<file path="src/rtl/dma_io_requester.sv">
`default_nettype none
// ============================================================================
//  Module   : dma_io_requester
//  Purpose  : Single-channel I/O-device endpoint for an 8237A DMA controller.
//             Raises DREQ when the local FIFO can accept or supply a byte,
//             waits for DACK, and moves bytes across the system data bus on
//             IOR#/IOW# strobe ends. Honours EOP# and programmable polarities.
//  Revision : 1.0  initial release
// ----------------------------------------------------------------------------
//  Parameters
//    DEPTH        FIFO entries (power of two, >= 2)
//    THRESHOLD    request threshold in bytes (1..DEPTH)
//  Ports
//    Clock, Reset            system clock, synchronous active-high reset
//    SenseDreq, SenseDack    request / acknowledge polarity selects
//    Direction               0: device->memory (IOR#), 1: memory->device (IOW#)
//    DemandMode              0: single byte per request, 1: demand burst
//    Dreq / Dack             request out / acknowledge in
//    IorN, IowN, EopN        active-low bus strobes and terminal count
//    DbIn / DbOut / DbOe     system data bus in / out / drive enable
//    LocalWrEn/LocalWrData   device-side push
//    LocalRdEn/LocalRdData   device-side pop / FIFO head (0 when empty)
//    Count, Full, Empty      FIFO occupancy and status
//    Done                    one-cycle pulse after EOP#
//    Error                   sticky bus error (strobe on empty/full FIFO)
// ============================================================================
module dma_io_requester #(
   parameter int DEPTH     = 8,
   parameter int THRESHOLD = 1
) (
   input  logic                       Clock,
   input  logic                       Reset,
   input  logic                       SenseDreq,
   input  logic                       SenseDack,
   input  logic                       Direction,
   input  logic                       DemandMode,
   output logic                       Dreq,
   input  logic                       Dack,
   input  logic                       IorN,
   input  logic                       IowN,
   input  logic                       EopN,
   input  logic [7:0]                 DbIn,
   output logic [7:0]                 DbOut,
   output logic                       DbOe,
   input  logic                       LocalWrEn,
   input  logic [7:0]                 LocalWrData,
   input  logic                       LocalRdEn,
   output logic [7:0]                 LocalRdData,
   output logic [$clog2(DEPTH):0]     Count,
   output logic                       Full,
   output logic                       Empty,
   output logic                       Done,
   output logic                       Error
);

   localparam int AW = $clog2(DEPTH);
   localparam int CW = AW + 1;
   localparam logic [CW-1:0] DEPTH_C = CW'(DEPTH);
   localparam logic [CW-1:0] THR_C   = CW'(THRESHOLD);

   localparam logic [1:0] S_IDLE    = 2'd0;
   localparam logic [1:0] S_REQ     = 2'd1;
   localparam logic [1:0] S_XFER    = 2'd2;
   localparam logic [1:0] S_RELEASE = 2'd3;

   logic [1:0]    state;
   logic [1:0]    state_nxt;

   logic [7:0]    mem [DEPTH];
   logic [AW-1:0] wr_ptr;
   logic [AW-1:0] rd_ptr;
   logic [CW-1:0] count;
   logic [CW-1:0] count_nxt;
   logic          empty;
   logic          full;
   logic [7:0]    head;

   logic          dir_lat;
   logic          demand_lat;
   logic          eff_dir;
   logic          eff_demand;

   logic          ack_active;
   logic          ack_q;
   logic          strobe;
   logic          strobe_q;
   logic          bus_end;
   logic          xfer_end;
   logic          eop_event;

   logic [7:0]    hold;
   logic          local_pop;
   logic          local_push;
   logic          dma_pop;
   logic          dma_push;
   logic          do_pop;
   logic          do_push;
   logic [7:0]    push_data;
   logic          err_set;

   logic          ready;
   logic          ready_nxt;
   logic          req_int;
   logic          done_q;
   logic          error_q;

   // ------------------------------------------------------------------------
   // Mode selection. Direction and DemandMode are followed live while idle and
   // frozen for the rest of a request/transfer sequence.
   // ------------------------------------------------------------------------
   assign eff_dir    = (state == S_IDLE) ? Direction  : dir_lat;
   assign eff_demand = (state == S_IDLE) ? DemandMode : demand_lat;

   assign ack_active = Dack ^ ~SenseDack;
   assign strobe     = eff_dir ? IowN : IorN;

   // A byte completes on the rising edge of the relevant strobe, with the
   // channel acknowledged on both samples. In RELEASE the controller still
   // owns the bus, so a stray strobe there is checked for errors but moves
   // no data.
   assign bus_end   = ((state == S_XFER) || (state == S_RELEASE)) &&
                      ack_q && ack_active && !strobe_q && strobe;
   assign xfer_end  = bus_end && (state == S_XFER);
   assign eop_event = (state == S_XFER) && !EopN && ack_active;

   // ------------------------------------------------------------------------
   // FIFO push / pop arbitration. One write port and one read port: a DMA
   // transfer takes the port in its direction, the local side shares the
   // other one. A push is allowed on a full FIFO when a pop happens in the
   // same cycle.
   // ------------------------------------------------------------------------
   assign empty      = (count == '0);
   assign full       = (count == DEPTH_C);
   assign head       = empty ? 8'h00 : mem[rd_ptr];

   assign dma_pop    = xfer_end && !eff_dir && !empty;
   assign local_pop  = LocalRdEn && !empty && !dma_pop;
   assign do_pop     = dma_pop || local_pop;

   assign dma_push   = xfer_end && eff_dir && (!full || local_pop);
   assign local_push = LocalWrEn && (!full || do_pop) && !dma_push;
   assign do_push    = dma_push || local_push;
   assign push_data  = dma_push ? hold : LocalWrData;

   assign err_set    = bus_end && (eff_dir ? (full && !local_pop) : empty);

   assign count_nxt  = count + CW'(do_push) - CW'(do_pop);

   assign ready     = eff_dir ? ((DEPTH_C - count) >= THR_C)     : (count >= THR_C);
   assign ready_nxt = eff_dir ? ((DEPTH_C - count_nxt) >= THR_C) : (count_nxt >= THR_C);

   // ------------------------------------------------------------------------
   // FIFO storage (contents are not reset; pointers and count are)
   // ------------------------------------------------------------------------
   always_ff @(posedge Clock) begin
      if (do_push) begin
         mem[wr_ptr] <= push_data;
      end
   end

   always_ff @(posedge Clock) begin
      if (Reset) begin
         wr_ptr <= '0;
         rd_ptr <= '0;
         count  <= '0;
      end else begin
         if (do_push) begin
            wr_ptr <= wr_ptr + 1'b1;
         end
         if (do_pop) begin
            rd_ptr <= rd_ptr + 1'b1;
         end
         count <= count_nxt;
      end
   end

   // ------------------------------------------------------------------------
   // Bus-side sampling, holding register, status flags
   // ------------------------------------------------------------------------
   always_ff @(posedge Clock) begin
      if (Reset) begin
         ack_q      <= 1'b0;
         strobe_q   <= 1'b1;
         hold       <= 8'h00;
         dir_lat    <= 1'b0;
         demand_lat <= 1'b0;
         done_q     <= 1'b0;
         error_q    <= 1'b0;
      end else begin
         ack_q    <= ack_active;
         strobe_q <= strobe;
         // The last data-bus value seen while IOW# is low is the one pushed.
         if (!IowN) begin
            hold <= DbIn;
         end
         if (state == S_IDLE) begin
            dir_lat    <= Direction;
            demand_lat <= DemandMode;
         end
         done_q <= eop_event;
         if (err_set) begin
            error_q <= 1'b1;
         end
      end
   end

   // ------------------------------------------------------------------------
   // FSM: state register
   // ------------------------------------------------------------------------
   always_ff @(posedge Clock) begin
      if (Reset) begin
         state <= S_IDLE;
      end else begin
         state <= state_nxt;
      end
   end

   // ------------------------------------------------------------------------
   // FSM: next-state logic
   // ------------------------------------------------------------------------
   always_comb begin
      state_nxt = state;
      case (state)
         S_IDLE: begin
            if (ready) begin
               state_nxt = S_REQ;
            end
         end
         S_REQ: begin
            if (ack_active) begin
               state_nxt = S_XFER;
            end else if (!ready) begin
               state_nxt = S_IDLE;
            end
         end
         S_XFER: begin
            if (eop_event) begin
               state_nxt = S_RELEASE;
            end else if (xfer_end) begin
               // Demand mode keeps the request while the post-transfer
               // occupancy still satisfies the threshold.
               if (eff_demand && ready_nxt) begin
                  state_nxt = S_XFER;
               end else begin
                  state_nxt = S_RELEASE;
               end
            end else if (!ack_active) begin
               state_nxt = ready ? S_REQ : S_IDLE;
            end
         end
         S_RELEASE: begin
            if (!ack_active) begin
               state_nxt = S_IDLE;
            end
         end
         default: state_nxt = S_IDLE;
      endcase
   end

   // ------------------------------------------------------------------------
   // FSM: outputs
   // ------------------------------------------------------------------------
   always_comb begin
      req_int = (state == S_REQ) || (state == S_XFER);
      DbOe    = ack_active && !IorN && (state == S_XFER) && !eff_dir;
   end

   assign Dreq        = req_int ^ SenseDreq;
   assign DbOut       = eff_dir ? 8'h00 : head;
   assign LocalRdData = head;
   assign Count       = count;
   assign Full        = full;
   assign Empty       = empty;
   assign Done        = done_q;
   assign Error       = error_q;

endmodule
`default_nettype wire

</file>
<file path="config.mk">
export PLATFORM = sky130hd
export DESIGN_NAME = dma_io_requester
export DESIGN_NICKNAME = d
export VERILOG_FILES = /design/src/rtl/dma_io_requester.sv
export SDC_FILE = /design/constraint.sdc
export NUM_CORES = 1
export LEC_CHECK = 0
export CELL_PAD_IN_SITES_DETAIL_PLACEMENT = 0
export CELL_PAD_IN_SITES_GLOBAL_PLACEMENT = 2
export CORE_MARGIN = 10
export CORE_UTILIZATION = 25
export CTS_CLUSTER_SIZE = 12
export DETAILED_ROUTE_END_ITERATION = 8
export DONT_BUFFER_PORTS = 1
export GPL_ROUTABILITY_DRIVEN = 0
export PLACE_DENSITY = 0.48
export SLEW_MARGIN = 20
export SYNTH_ARGS = -nofsm -noshare
export SYNTH_HDL_FRONTEND = slang
export SYNTH_SLANG_ARGS = --single-unit
</file>
<file path="constraint.sdc">
create_clock -name Clock -period 3.8 [get_ports Clock]
set_input_delay 0.76 -clock Clock [delete_from_list [all_inputs] [get_ports Clock]]
set_output_delay 0.76 -clock Clock [all_outputs]
set_load 0.1 [all_outputs]
</file>
* Word-level counts from Yosys, hierarchy flattened *
Memories as Yosys holds them, arrays and structs flattened. A register that Yosys moved wholly into a read port is not among the register bits.
Index checks and enable logic that the tools add are counted.

word-level totals
  memories = 1
  bits of input ports = 28
  output and inout port bits = 26
  word-level logic and storage cells = 95
  bits in writable memories = 64
  register bits = 26

cells by class
  order comparisons = 4
  equal/unequal tests = 8
  bitwise logic cells = 3
  add/sub/neg operators = 6
  reductions and logical operators = 39
  muxes and demuxes = 23

memory list
  name  depth  width  rd ports  clocked after Yosys merged registers in  wr ports  RTL line  RTL
  mem   8      8      1         1                                        1         69        logic [7:0] mem [DEPTH];

operators with widths
  operator             number
  $mux 8               3
  $logic_and 1x1->1    21
  $ge 4x1->1 const B   4
  $mux 2               7
  $mux 1               10
  $logic_not 1->1      9
  $pmux 2 s4           1
  $sub 4x4->4 const A  2
  $add 3x1->3 const B  2
  $logic_or 1x1->1     6
  $mux 3               2
  $add 4x1->4          1
  $eq 2x2->1 const B   2
  $eq 4x4->1 const B   1
  $logic_not 4->1      1
  $ne 2x2->1 const B   2
  $ne 4x4->1 const B   1
  $reduce_and 4->1     1
  $sub 4x1->4          1
  $ne 3x3->1 const B   1
  $eq 2x1->1 const B   1
  $logic_not 2->1      1
  $xor 1x1->1          2
  $not 1->1            1

* Depth between registers and ports, before layout *
  word-level depth = 26
  depth in mapped cells = 16
  gate-level depth less buffers = 15

* Worst setup path before layout *
Ideal clock, no wire load.

  path kind = register -> output
  start = reg count[2], in the netlist Count[2]
  end = out DbOut[0]
  buffers on the path = 1
  arrival = 4889 ps
  path slack = -1849 ps
  stages on the path, launching flop included = 7
  required time = 3040 ps
  cell sequence = dfxtp_1 > inv_1 > ha_1 > and2_1 > clkbuf_1 > a21oi_1 > and2_1

on the way
  cells in the longest elaborated chain, start to end = 3

RTL lines
  element                 RTL line  RTL
  start, declared         72        logic [CW-1:0] count;
  start signal, assigned  173       count <= count_nxt;
  $logic_not 4->1         132       assign empty = (count == '0);
  net Empty               51        output logic Empty,
  $mux 8                  134       assign head = empty ? 8'h00 : mem[rd_ptr];
  net LocalRdData[0]      48        output logic [7:0] LocalRdData,
  $mux 8                  269       assign DbOut = eff_dir ? 8'h00 : head;
  end, declared           43        output logic [7:0] DbOut,

The timed path passes the listed nets, and every way through them passes these cells.

* Worst setup path after layout *
  start = reg state[1]
  end = reg state[0]

on the way
  cells in the longest elaborated chain, start to end = 26
  elaborated cells on any way between the ends = 48
  classes of those cells = 3 x add/sub; 2 x order compare; 7 x eq/ne; 11 x mux; 25 x reduce/logical

RTL lines
  element                          RTL line  RTL
  start, declared                  66        logic [1:0] state;
  start signal, assigned           214       state <= state_nxt;
  $eq 2x2->1 (on tied branches)    --
  $logic_or 1x1->1                 121       assign bus_end = ((state == S_XFER) || (state == S_RELEASE)) &&
  $logic_and 1x1->1                121
  $logic_and 1x1->1 (3 in series)  122       ack_q && ack_active && !strobe_q && strobe;
  $logic_and 1x1->1                123       assign xfer_end = bus_end && (state == S_XFER);
  $logic_and 1x1->1 (2 in series)  136       assign dma_pop = xfer_end && !eff_dir && !empty;
  $logic_not 1->1                  137       assign local_pop = LocalRdEn && !empty && !dma_pop;
  $logic_and 1x1->1                137
  (+7 left out)                    --
  $sub 4x4->4                      150       assign ready_nxt = eff_dir ? ((DEPTH_C - count_nxt) >= THR_C) : (count_nxt >= THR_C);
  $ge 4x1->1                       150
  $mux 1                           150
  $logic_and 1x1->1                242       if (eff_demand && ready_nxt) begin
  $mux 1                           242
  $mux 2                           239       end else if (xfer_end) begin
  $mux 2                           237       if (eop_event) begin
  $pmux 2 s4                       223       case (state)

Parallel ways exist; a longest one is shown, timed or not. The select of a mux whose other input is x is not followed.
A chain may end at the register's enable or synchronous reset.

==> summary.txt <==
Power and ir drop
  • Pleak: 1.77 nW
  • VDD IR max: 398 µV
  • Cell Pwr Density: 863 nW/µm²

Worst setup path
  • Reg2Reg Launch Point: state[1]
  • Worst setup path end: state[0]
  • Setup CP Type: reg2reg
  • CP Launch Point: state[1]
  • Crit end category: flop
  • Crit path required time: 4.05 ns
  • Cell depth of the worst flop-to-flop path: 15
  • Worst-path fanout max: 4
  • CP Launch Type: flop
  • FF-to-FF End: state[0]
  • Worst R2R Setup Slack: 0.27 ns
  • Worst EP arrival: 3.78 ns

Die
  • Die area: 22200 µm²
  • Die height: 149 µm
  • Initial Util: 25.3%
  • Core Rows: 47
  • Die Width: 149 µm
  • I/O pins: 54
  • Core Box Area: 16500 µm²

Final layout
  • Nets: 366
  • Design area: 5080 µm²
  • Fillers: 1677
  • ANT cells: 0
  • Layout cells sized above 1: 32.3%
  • Layout Area Growth over Synthesis: 21.8%

Clock tree
  • CTS tree: done
  • CTS Buf Count: 9
  • CTS sink cnt: 93
  • Worst-Skew Late Latency: 0.35 ns
  • H-tree Lvls: 3
  • Clock transition at path regs: 0.06 ns
  • Postcts setup bufs: 0
  • Clk root buf: clkbuf_16
  • Maximum clock insertion buffer count: 2

Placed design
  • HPWL Detailed: 7100 µm
  • Port bufs: 0
  • Placed cell area: 4770 µm²

Global route
  • Global-route wire length before repair: 15600 µm
  • Vias in the first global route: 2522
  • Overflow after GRT: 0
  • Pin count of the biggest net entering global routing: 28
  • GRT Total Usage: 9.39%
  • Antenna violations before repair: 0

STA
  • Rel. slew slack: 35.0%
  • Period minus WS final: 3.53 ns
  • TNS Setup: 0 ns
  • Slew Limit Fails: 0
  • Hold Fails Final Rpt: 0
  • RSZ-0062 raised after global routing: no
  • Slew @ Worst Pin: 0.974 ns
  • Clock Skew: 0.00765 ns
  • Period Utilization, post-route: 92.8%
  • Max Freq: 284 MHz
  • Final setup vio count: 0

Synth
  • Synth top cells by count: 64 x edfxtp_1, 29 x dfxtp_1, 24 x nor2_1, 16 x mux4_2, 15 x nand2_1
  • Cells after Synth: 292
  • Synthesized area: 4170 µm²
  • Synth area leaders: edfxtp_1 46%, dfxtp_1 14%, mux4_2 8.6%
  • Register bit total from synthesis: 93
  • Synth Net Count: 335
  • Post-synthesis cell type count: 44
  • Top cell type's share of synthesized area: 46.1%
  • Async SR Flop Fraction: 0%
  • Synthesized area per cell: 14.3 µm²
  • Post-synth EDFFs: 64
  • Yosys Warn Count: 0
  • Synth Flop Type: edfxtp_1
  • Post-synthesis sequential area ratio: 60.0%
  • Yosys top cell by area: edfxtp_1
  • Count leader, synth: edfxtp_1

Route
  • Routed vias: 2356
  • Vias per cell: 4.30
  • Routed WL: 9890 µm
  • Drt pass-1 iters: 4
  • DR iter-0 viols: 143
  • # DRC: 0
  • Remaining antenna violation count: 0
  • Drt wl/cell: 18.0 µm

Flow run
  • MaxCap Viol Count: 0

Status
  • Status: completed

Hold path
  • Hold Path Class: in2reg
==> layout by cell type, fill, tap and decap left out, types with 4 or more instances in the layout <==
cell and n:
and2_4 8, clkbuf_16 9, inv_1 10, ha_1 14, mux2_2 10, dfxtp_1 25
mux4_2 16, nand3_1 7, nor2_1 23, buf_4 33, mux2i_1 13, a21oi_4 8
nand2_1 15, edfxtp_1 64, nor2b_1 4, nand2b_1 10, dfxtp_2 4
==> final cells by class <==
class / count / area (µm²) / share of cell area (%)
Inverter: 10 / 37.5 / 0.739
Clock buffer: 9 / 225 / 4.43
Multi-Input combinational cell: 176 / 1710 / 33.6
Tap cell: 220 / 275 / 5.42
Clock inverter: 7 / 80.1 / 1.58
Timing Repair Buffer: 33 / 248 / 4.88
Sequential cell: 93 / 2510 / 49.3
==> critical path, cell delays in order, from the launching register on <==
cell and delay [ns]:
dfxtp_1 0.34, inv_1 0.10, ha_1 0.25, mux2i_4 0.29
mux2i_1 0.31, nor2b_4 0.23, a221oi_4 0.08, ha_1 0.30
inv_1 0.04, ha_1 0.19, fa_1 0.38, xor2_1 0.27
nand3_1 0.11, mux2i_1 0.16, o211ai_1 0.12, a311oi_1 0.27
==> worst min path at each step <==
| stage | depth (start not counted) | endpoint | slack (ns) | startpoint |
|---|---|---|---|---|
| finish | 1 | demand_lat | 0.48 | Reset |
| detailed placement | 2 | hold[0] | 0.48 | hold[0] |
| global route | 1 | Count[3] | 0.46 | Reset |
| CTS | 1 | Count[3] | 0.46 | Reset |
| floorplan | 2 | hold[0] | 0.46 | hold[0] |
| global placement | 2 | hold[4] | 0.47 | hold[4] |
==> kinds of logic (layout without fill, tap and decap cells) <==
logic type / Yosys count / after routing / share of synthesized area, %
adder cells (fa/ha/maj): 15 / 15 / 4.68
AO/OA/AOI/OAI: 23 / 23 / 3.84
AND/OR/NAND/NOR: 90 / 90 / 12.0
buffers and inverters: 23 / 59 / 2.34
XOR/XNOR: 8 / 8 / 2.13
flip-flops: 93 / 93 / 60.0
multiplexers: 40 / 40 / 15.0
==> per-layer routing <==
| layer | wire [µm] | vias up | global-route usage [%] |
|---|---|---|---|
| met5 | 0 | - | 0 |
| met4 | 176 | 0 | 3.97 |
| met3 | 486 | 14 | 2.85 |
| met2 | 4250 | 45 | 13.4 |
| met1 | 4980 | 1157 | 12.9 |
| li1 | - | 1140 | - |
==> metrics by stage <==
stage / hold WS (ns) / utilization, % / worst slack [ns] / instances / power, mW
floorplan: 0.458 / - / 0.0302 / 292 / 3.11
global placement: 0.470 / 29.0 / 0.290 / 532 / 3.52
detailed placement: 0.485 / 29.0 / 0.229 / 532 / 3.51
CTS: 0.459 / 30.8 / 0.195 / 548 / 4.46
global route: 0.461 / 30.9 / 0.00973 / 548 / 4.62
finish: 0.481 / 30.9 / 0.275 / 548 / 4.38
==> what timing repair did <==
action                     4_1_cts  5_1_grt
setup endpoints to repair        0        1
resized for setup                0        2
hold buffers                     0        0
==> where the power goes <==
group	internal [mW]	switching (mW)	leakage [nW]
sequential	1.18	0.0487	0.821
clock	0.521	0.402	0.150
combinational	0.620	1.61	0.797
==> registers in the layout, summed over array words and instances (netlist names), named ones only <==
signal	count
Done	1
dir_lat	1
wr_ptr	3
demand_lat	1
ack_q	1
Count	4
state	2
mem	64
hold	8
strobe_q	1
rd_ptr	3
Error	1
Note: power is estimated with default switching activity, not from simulation.
==> patch, RTL diff (config.mk and constraints unchanged) <==
Register the output `Count` once more, without a reset; this adds one clock of latency there. The other outputs are not delayed to match.
--- a/src/rtl/dma_io_requester.sv
+++ b/src/rtl/dma_io_requester.sv
@@ -269,5 +269,7 @@
    assign DbOut       = eff_dir ? 8'h00 : head;
    assign LocalRdData = head;
-   assign Count       = count;
+   always_ff @(posedge Clock) begin
+      Count <= count;
+   end
    assign Full        = full;
    assign Empty       = empty;
Check against the original RTL: not equivalent (Yosys sat finds a counterexample within 4 cycles, from zero or initial values and one cycle with Reset high).
==> patch against the original RTL <==
Final area is 1.0% higher; power is 1.8% higher; first-iteration DRC count is 34% lower; wire length is 1.5% higher; area after synthesis is 1.9% higher; sequential cell count is 4 higher; setup slack worse by 0.022 ns; utilization hardly changed.
==> patch: results <==
[sta]
whs_ns = 0.365
slew_headroom_pct = 34.6
worst_clock_skew_ns = 0.00984

[layout]
drive_gt1_share_pct = 29.8
finalCoreUtilization_pct = 30.8
finalNetCount = 370

[grt]
grt_usage_pct = 9.24
use_met2_pct = 13.5
grt_pass1_wl_um = 15400
grt_pass1_vias = 2448

[status]
status = finished clean

[placement]
dp_slack_ns = 0.220
place_area_um2 = 4810
hpwl_um = 7070

[critical_path]
worst_path_max_delay_cell = mux2_2
ff2ff_path_depth = 14
slowest_delay_ns = 0.43
r2r_setup_slack_ns = 0.25
arrival_ns = 3.81

[pwr]
vdd_ir_drop_max_uv = 399
power.switching_w = 0.00207

[worst_hold_path]
hp-start = count[2]

[drt]
drt-met1-wl_um = 4700
wl_met3_um = 578
drt-initial-drc-count = 95

[synth]
syn_nets = 339
syn_inst = 296
synth_common_cells = edfxtp_1 (64), dfxtp_1 (33), nor2_1 (24), mux4_2 (16), nand2_1 (15)
-- patch: cell count changes in the layout (fill, tap and decap cells not counted), moves of 3 or more --
cell	before	now
buf_12	0	4
dfxtp_1	25	33
and2_4	8	0
dfxtp_2	4	0
buf_4	33	29
and2_1	1	4
a21oi_4	8	0
a21oi_2	0	8
and2_2	1	6
-- patch: logic make-up (layout without fill, tap and decap cells) --
logic type / after synthesis / count (layout) / share of synthesized area [%]
multiplexers: 40 / 40 / 14.7
adder cells (fa/ha/maj): 15 / 15 / 4.59
flip-flops: 97 / 97 / 60.8
AND/OR/NAND/NOR: 90 / 90 / 11.8
buffers and inverters: 23 / 59 / 2.30
AO/OA/AOI/OAI: 23 / 23 / 3.77
XOR/XNOR: 8 / 8 / 2.09
-- patch: layout make-up --
class	count	share of cell area, %
flip-flops and latches	97	50.3
clock buffers	9	4.39
inverters	10	0.731
repair buffers	33	5.80
clock inverters	7	1.61
multi-input cells	176	31.8
well taps	220	5.36
